### src/rtl/sd_pkg.sv
// sd_pkg: shared SD command-line encodings, frame lengths and CRC7 constants
package sd_pkg;
    typedef enum logic [1:0] {
        RESP_NONE = 2'b00,
        RESP_R1   = 2'b01,
        RESP_R3   = 2'b10,
        RESP_R2   = 2'b11
    } resp_t;
    typedef enum logic [2:0] {IDLE, SEND, WAIT_RESP, RECV, FINISH} state_t;
    localparam int FRAME_LEN = 48;
    localparam int LONG_LEN = 136;
    localparam logic [6:0] CRC7_POLY = 7'h09;
endpackage

### src/rtl/crc7.sv
// crc7: serial CRC7 engine, MSB-first, shared by transmit and receive paths
module crc7
    import sd_pkg::*;
(
    input  logic       clk,
    input  logic       rst,
    input  logic       clear,
    input  logic       enable,
    input  logic       bit_in,
    output logic [6:0] crc
);
    always_ff @(posedge clk)
        if (rst || clear) crc <= '0;
        else if (enable) crc <= {crc[5:0], 1'b0} ^ ((bit_in ^ crc[6]) ? CRC7_POLY : 7'd0);
endmodule

### src/rtl/cmd_driver.sv
// cmd_driver: SD CMD-line command transmitter and response receiver
module cmd_driver
    import sd_pkg::*;
#(
    parameter int RESP_TIMEOUT = 64,
    parameter int TURNAROUND = 2
) (
    input  logic         clk,
    input  logic         rst,
    input  logic         start,
    input  logic [5:0]   cmd_index,
    input  logic [31:0]  cmd_arg,
    input  logic [1:0]   resp_type,
    input  logic         cmd_i,
    output logic         cmd_o,
    output logic         cmd_oe,
    output logic         busy,
    output logic         done,
    output logic [127:0] resp,
    output logic         crc_err,
    output logic         timeout
);
    localparam int CW = $clog2(RESP_TIMEOUT > LONG_LEN ? RESP_TIMEOUT : LONG_LEN) + 1;
    state_t state, state_n;
    resp_t rt;
    logic [CW-1:0] cnt, last;
    logic [39:0] tx;
    logic [126:0] sr;
    logic [127:0] sr_n;
    logic [6:0] crc;
    logic accept, tx_end, rx_start, wait_end, rx_last, crc_clr, crc_en, crc_bit;
    crc7 u_crc (.clk(clk), .rst(rst), .clear(crc_clr), .enable(crc_en), .bit_in(crc_bit), .crc(crc));
    always_comb begin
        last = rt == RESP_R2 ? CW'(LONG_LEN - 1) : CW'(FRAME_LEN - 1);
        accept = state == IDLE && start;
        tx_end = state == SEND && cnt == CW'(FRAME_LEN - 1);
        rx_start = state == WAIT_RESP && cnt > CW'(TURNAROUND) && !cmd_i;
        wait_end = state == WAIT_RESP && !rx_start && cnt == CW'(RESP_TIMEOUT - 1);
        rx_last = state == RECV && cnt == last;
        sr_n = {sr, cmd_i};
        cmd_oe = state == SEND;
        cmd_o = !cmd_oe ? 1'b1 : cnt < CW'(40) ? tx[39] : cnt == CW'(FRAME_LEN - 1) ? 1'b1 : crc[3'(CW'(FRAME_LEN - 2) - cnt)];
        busy = state != IDLE && state != FINISH;
        done = state == FINISH;
        crc_clr = accept || tx_end;
        // RX CRC covers frame bits down to 8; R2 also skips its 8-bit header
        crc_en = state == SEND ? cnt < CW'(40) : state == RECV && cnt <= last - CW'(8) && (rt != RESP_R2 || cnt >= CW'(8));
        crc_bit = state == SEND ? tx[39] : cmd_i;
    end
    always_comb begin
        state_n = state;
        case (state)
            IDLE:      state_n = start ? SEND : IDLE;
            SEND:      state_n = !tx_end ? SEND : rt == RESP_NONE ? FINISH : WAIT_RESP;
            WAIT_RESP: state_n = rx_start ? RECV : wait_end ? FINISH : WAIT_RESP;
            RECV:      state_n = rx_last ? FINISH : RECV;
            default:   state_n = IDLE;
        endcase
    end
    always_ff @(posedge clk)
        state <= rst ? IDLE : state_n;
    always_ff @(posedge clk) begin
        if (rst) begin
            cnt <= '0;
            tx <= '0;
            sr <= '0;
            rt <= RESP_NONE;
            resp <= '0;
            crc_err <= 1'b0;
            timeout <= 1'b0;
        end else begin
            cnt <= accept ? '0 : (tx_end || rx_start) ? CW'(1) : busy ? cnt + CW'(1) : '0;
            if (accept) begin
                tx <= {2'b01, cmd_index, cmd_arg};
                rt <= resp_t'(resp_type);
                crc_err <= 1'b0;
                timeout <= 1'b0;
            end else if (state == SEND) tx <= {tx[38:0], 1'b0};
            if (state == RECV) sr <= sr_n[126:0];
            if (wait_end) timeout <= 1'b1;
            if (rx_last) begin
                resp <= rt == RESP_R2 ? {sr_n[127:1], 1'b0} : {90'b0, sr_n[45:8]};
                crc_err <= !sr_n[0] || (rt != RESP_R3 && crc != sr_n[7:1]);
            end
        end
    end
endmodule

### config.mk
export PLATFORM = sky130hd
export DESIGN_NAME = cmd_driver
export DESIGN_NICKNAME = d
export VERILOG_FILES = /design/src/rtl/sd_pkg.sv /design/src/rtl/crc7.sv /design/src/rtl/cmd_driver.sv
export SDC_FILE = /design/constraint.sdc
export NUM_CORES = 1
export LEC_CHECK = 0
export ABC_CLOCK_PERIOD_IN_PS = 3000
export BUFFER_PORTS_ARGS = -buffer_cell sky130_fd_sc_hd__buf_2
export CORE_ASPECT_RATIO = 0.75
export CORE_MARGIN = 4
export CORE_UTILIZATION = 45
export DETAILED_ROUTE_END_ITERATION = 7
export PLACE_DENSITY = 0.7
export SETUP_SLACK_MARGIN = 0.15
export SYNTH_ARGS = -nofsm -noshare
export SYNTH_HDL_FRONTEND = slang
export SYNTH_SLANG_ARGS = --single-unit
### constraint.sdc
create_clock -name clk -period 3 [get_ports clk]
set_input_delay 0.45 -clock clk [delete_from_list [all_inputs] [get_ports clk]]
set_output_delay 0.45 -clock clk [all_outputs]
set_load 0.02 [all_outputs]
==> metrics.cfg <==
[min_path]
min_from = resp_type[1]
hold_end = rt[1]
min_path_cells = 3
hold_class = input port to register

[place]
dp_hpwl_um = 18200
gp_congestion = 0.829
port_buffers = 177
place_ws_ns = 0.556

[route]
via_per_inst = 5.37
wire_per_inst_um = 15.2
ant_nets = 0
routed_wl_um = 29900
num_vias = 10600
post-route-drc-count = 0
dr.pass1.iters = 5
first_iter_violations = 845

[synth]
yosys-top-cells-area = dfxtp_1 52%, nand2_1 15%, a21oi_1 11%
synth_top_area_share_pct = 52.4
syn_avg_cell_area_sq_um = 8.10
yosys.area.top_type = dfxtp_1
ys_ff_latch = 318
synth.yosys.seq_area_share_pct = 52.4
synth_cell_types = 51
synth_fp_nets = 1551
netlist_area_sq_um = 12200
netlist_instances = 1502
yosys_warnings = 0

[die]
start_util_pct = 46.2
die_x_um = 198
rows = 51
dieArea_sq_um = 29700
ios = 178
die_y_um = 150
core_sq_um = 26300

[sta]
worst_pin_slew_ns = 1.01
setup_viol = 0
period_needed_ns = 2.74
tns_ns = 0
fin_ws_ns = 0.259
max_freq_mhz = 365
relSlewSlack_pct = 32.5
hold_viol_final = 0
slew_violations = 0
fin_crit_sh_pct = 91.4
skew_ns = 0.0125
rsz0062_at_grt = no

[run_status]
status = finished clean

[global_route]
grt_pass1_vias = 9503
grt_usage_pct = 19.0
grt_pass1_wl_um = 48400
grt_max_degree = 129
antenna_found_initial = 0
grt.overflow.total = 0

[pwr]
switchingPower_uw = 1840
p_clk_share_pct = 45.3
internal_power_uw = 6540
totalPowerFinal_uw = 8380
ir_worst_vdd_v = 0.000448
leakagePower_uw = 0.00501
p_seq_share_pct = 51.2
pwr_density_cell_nw_per_um2 = 595
combPwrFrac_pct = 3.5
p_sw_share_pct = 21.9

[cts]
clk_path_buf_depth = 3
clock_sinks = 318
cts_tree = yes
cts_max_level = 1
path_clk_slew_ns = 0.06
ctsRootBufferMaster = clkbuf_16
cts_buffers = 31
postCtsSetupRepairBufs = 0
clock_latency_ns = 0.55

[cells_and_area]
area_delta_synth_final_pct = 15.8
layout_commonest_cell = nand2_1
regArea_sq_um = 6370
multi_input_area_sq_um = 5180
final_nets = 1649
diodes = 0
fillerInstances = 2522
layout-drive-gt1-share_pct = 16.2
layout_common_cells = 476 x nand2_1, 317 x dfxtp_1, 262 x a21oi_1

[critical_path]
critPathMaxFanout = 24
critPathRequiredTime_ns = 2.55
r2r_cells = 9
ff2ff_setup_slack_ns = 0.53
critPathKind = register to output pin
cp_data_arrival_time_ns = 2.29
critPathCaptureType = output pin
cp-start-kind = register
regToRegEndpoint = u_crc.crc[5]
r2r_start = rt[0]

[job]
cap_violations = 0

-- layout make-up --
type	count	share of cell area (%)
clock inverter	8	0.382
timing repair buffer	192	7.61
clock buffer	49	6.77
inverter	6	0.178
sequential	318	45.2
multi-input combinational	1051	36.8
tap	344	3.06
-- sequential cells by signal (all words and copies together), names as in the netlist --
name / count
cnt: 9
crc_err: 1
resp: 128
rt: 2
sr: 127
state: 3
timeout: 1
tx: 40
u_crc.crc: 7
-- cells by family after synthesis --
kind of cell,Yosys count,synth area share [%]
fa+ha+maj,5,0.515
compound gates,361,17.4
simple gates,658,22.3
flops,318,52.4
mux,11,0.906
buf+inv,133,5.30
xor+xnor,16,1.27
-- worst max-delay path, stage by stage, from the launching register on --
cell	delay (ns)
dfxtp_1	0.41
or3b_1	0.52
inv_4	0.28
buf_4	0.30
buf_2	0.21
-- layer usage --
| metal | GRT usage, % | share of wire (%) | routed length (um) | vias up |
|---|---|---|---|---|
| met4 | 4.20 | 1.7 | 504 | 0 |
| met2 | 29.2 | 45 | 13300 | 266 |
| met5 | 0 | 0 | 0 | - |
| li1 | - | - | - | 5274 |
| met3 | 3.65 | 5.9 | 1780 | 31 |
| met1 | 27.9 | 48 | 14300 | 4997 |
-- per-stage QoR --
stage	instances	area, sq um	hold slack, ns	utilization [%]
after floorplan	1502	12200	0.437	-
after global placement	1911	13100	0.437	49.7
after detailed placement	1911	13100	0.442	49.7
after CTS	1968	14100	0.127	53.5
after global routing	1968	14100	0.140	53.6
final	1968	14100	0.149	53.6
-- Yosys cell counts, drive strengths merged --
master     n
a31o       1
and3       4
o21ai      4
mux2i     11
nand2b     1
a31oi      5
inv        6
o311ai     1
dfxtp    318
nand2    476
a211oi     2
xnor2     13
xor2       2
and2       4
a21oi    264
nor4b      1
nor4       2
nand4      3
or4        1
and3b      1
nor2b      2
a311oi    39
a2bb2oi    1
buf       52
or2        1
o22ai      2
and4       3
nand3     97
nor2      53
nand3b     2
or3b       1
a22oi     39
ha         5
nor3       6
a41o       2
clkbuf    75
a21boi     1
xnor3      1
-- worst max path at each step --
stage | startpoint | end | cells past startpoint | slack (ns)
2_1_floorplan | cnt[0] | cmd_o | 6 | 0.48
3_3_place_gp | rt[0] | resp[33] | 5 | 0.64
3_5_place_dp | rt[0] | u_crc.crc[5] | 9 | 0.56
4_1_cts | cnt[0] | cmd_o | 7 | 0.20
5_1_grt | state[0] | cmd_oe | 4 | 0.15
6_report | state[0] | cmd_oe | 4 | 0.26
-- power groups by stage --
stage,Combinational [uW],Clock (uW),Sequential (uW)
2_1_floorplan,214,0,4380
3_3_place_gp,286,0,4380
3_5_place_dp,290,0,4390
4_1_cts,292,3890,4290
5_1_grt,325,4070,4300
6_report,294,3790,4290
-- what timing repair did --
action                                 in CTS  in global routing
setup endpoints to repair                   1                  1
resized for setup                           1                  5
endpoints found under the hold margin       0                  0
hold buffers                                0                  0
Power figures use the tool's default switching activity.
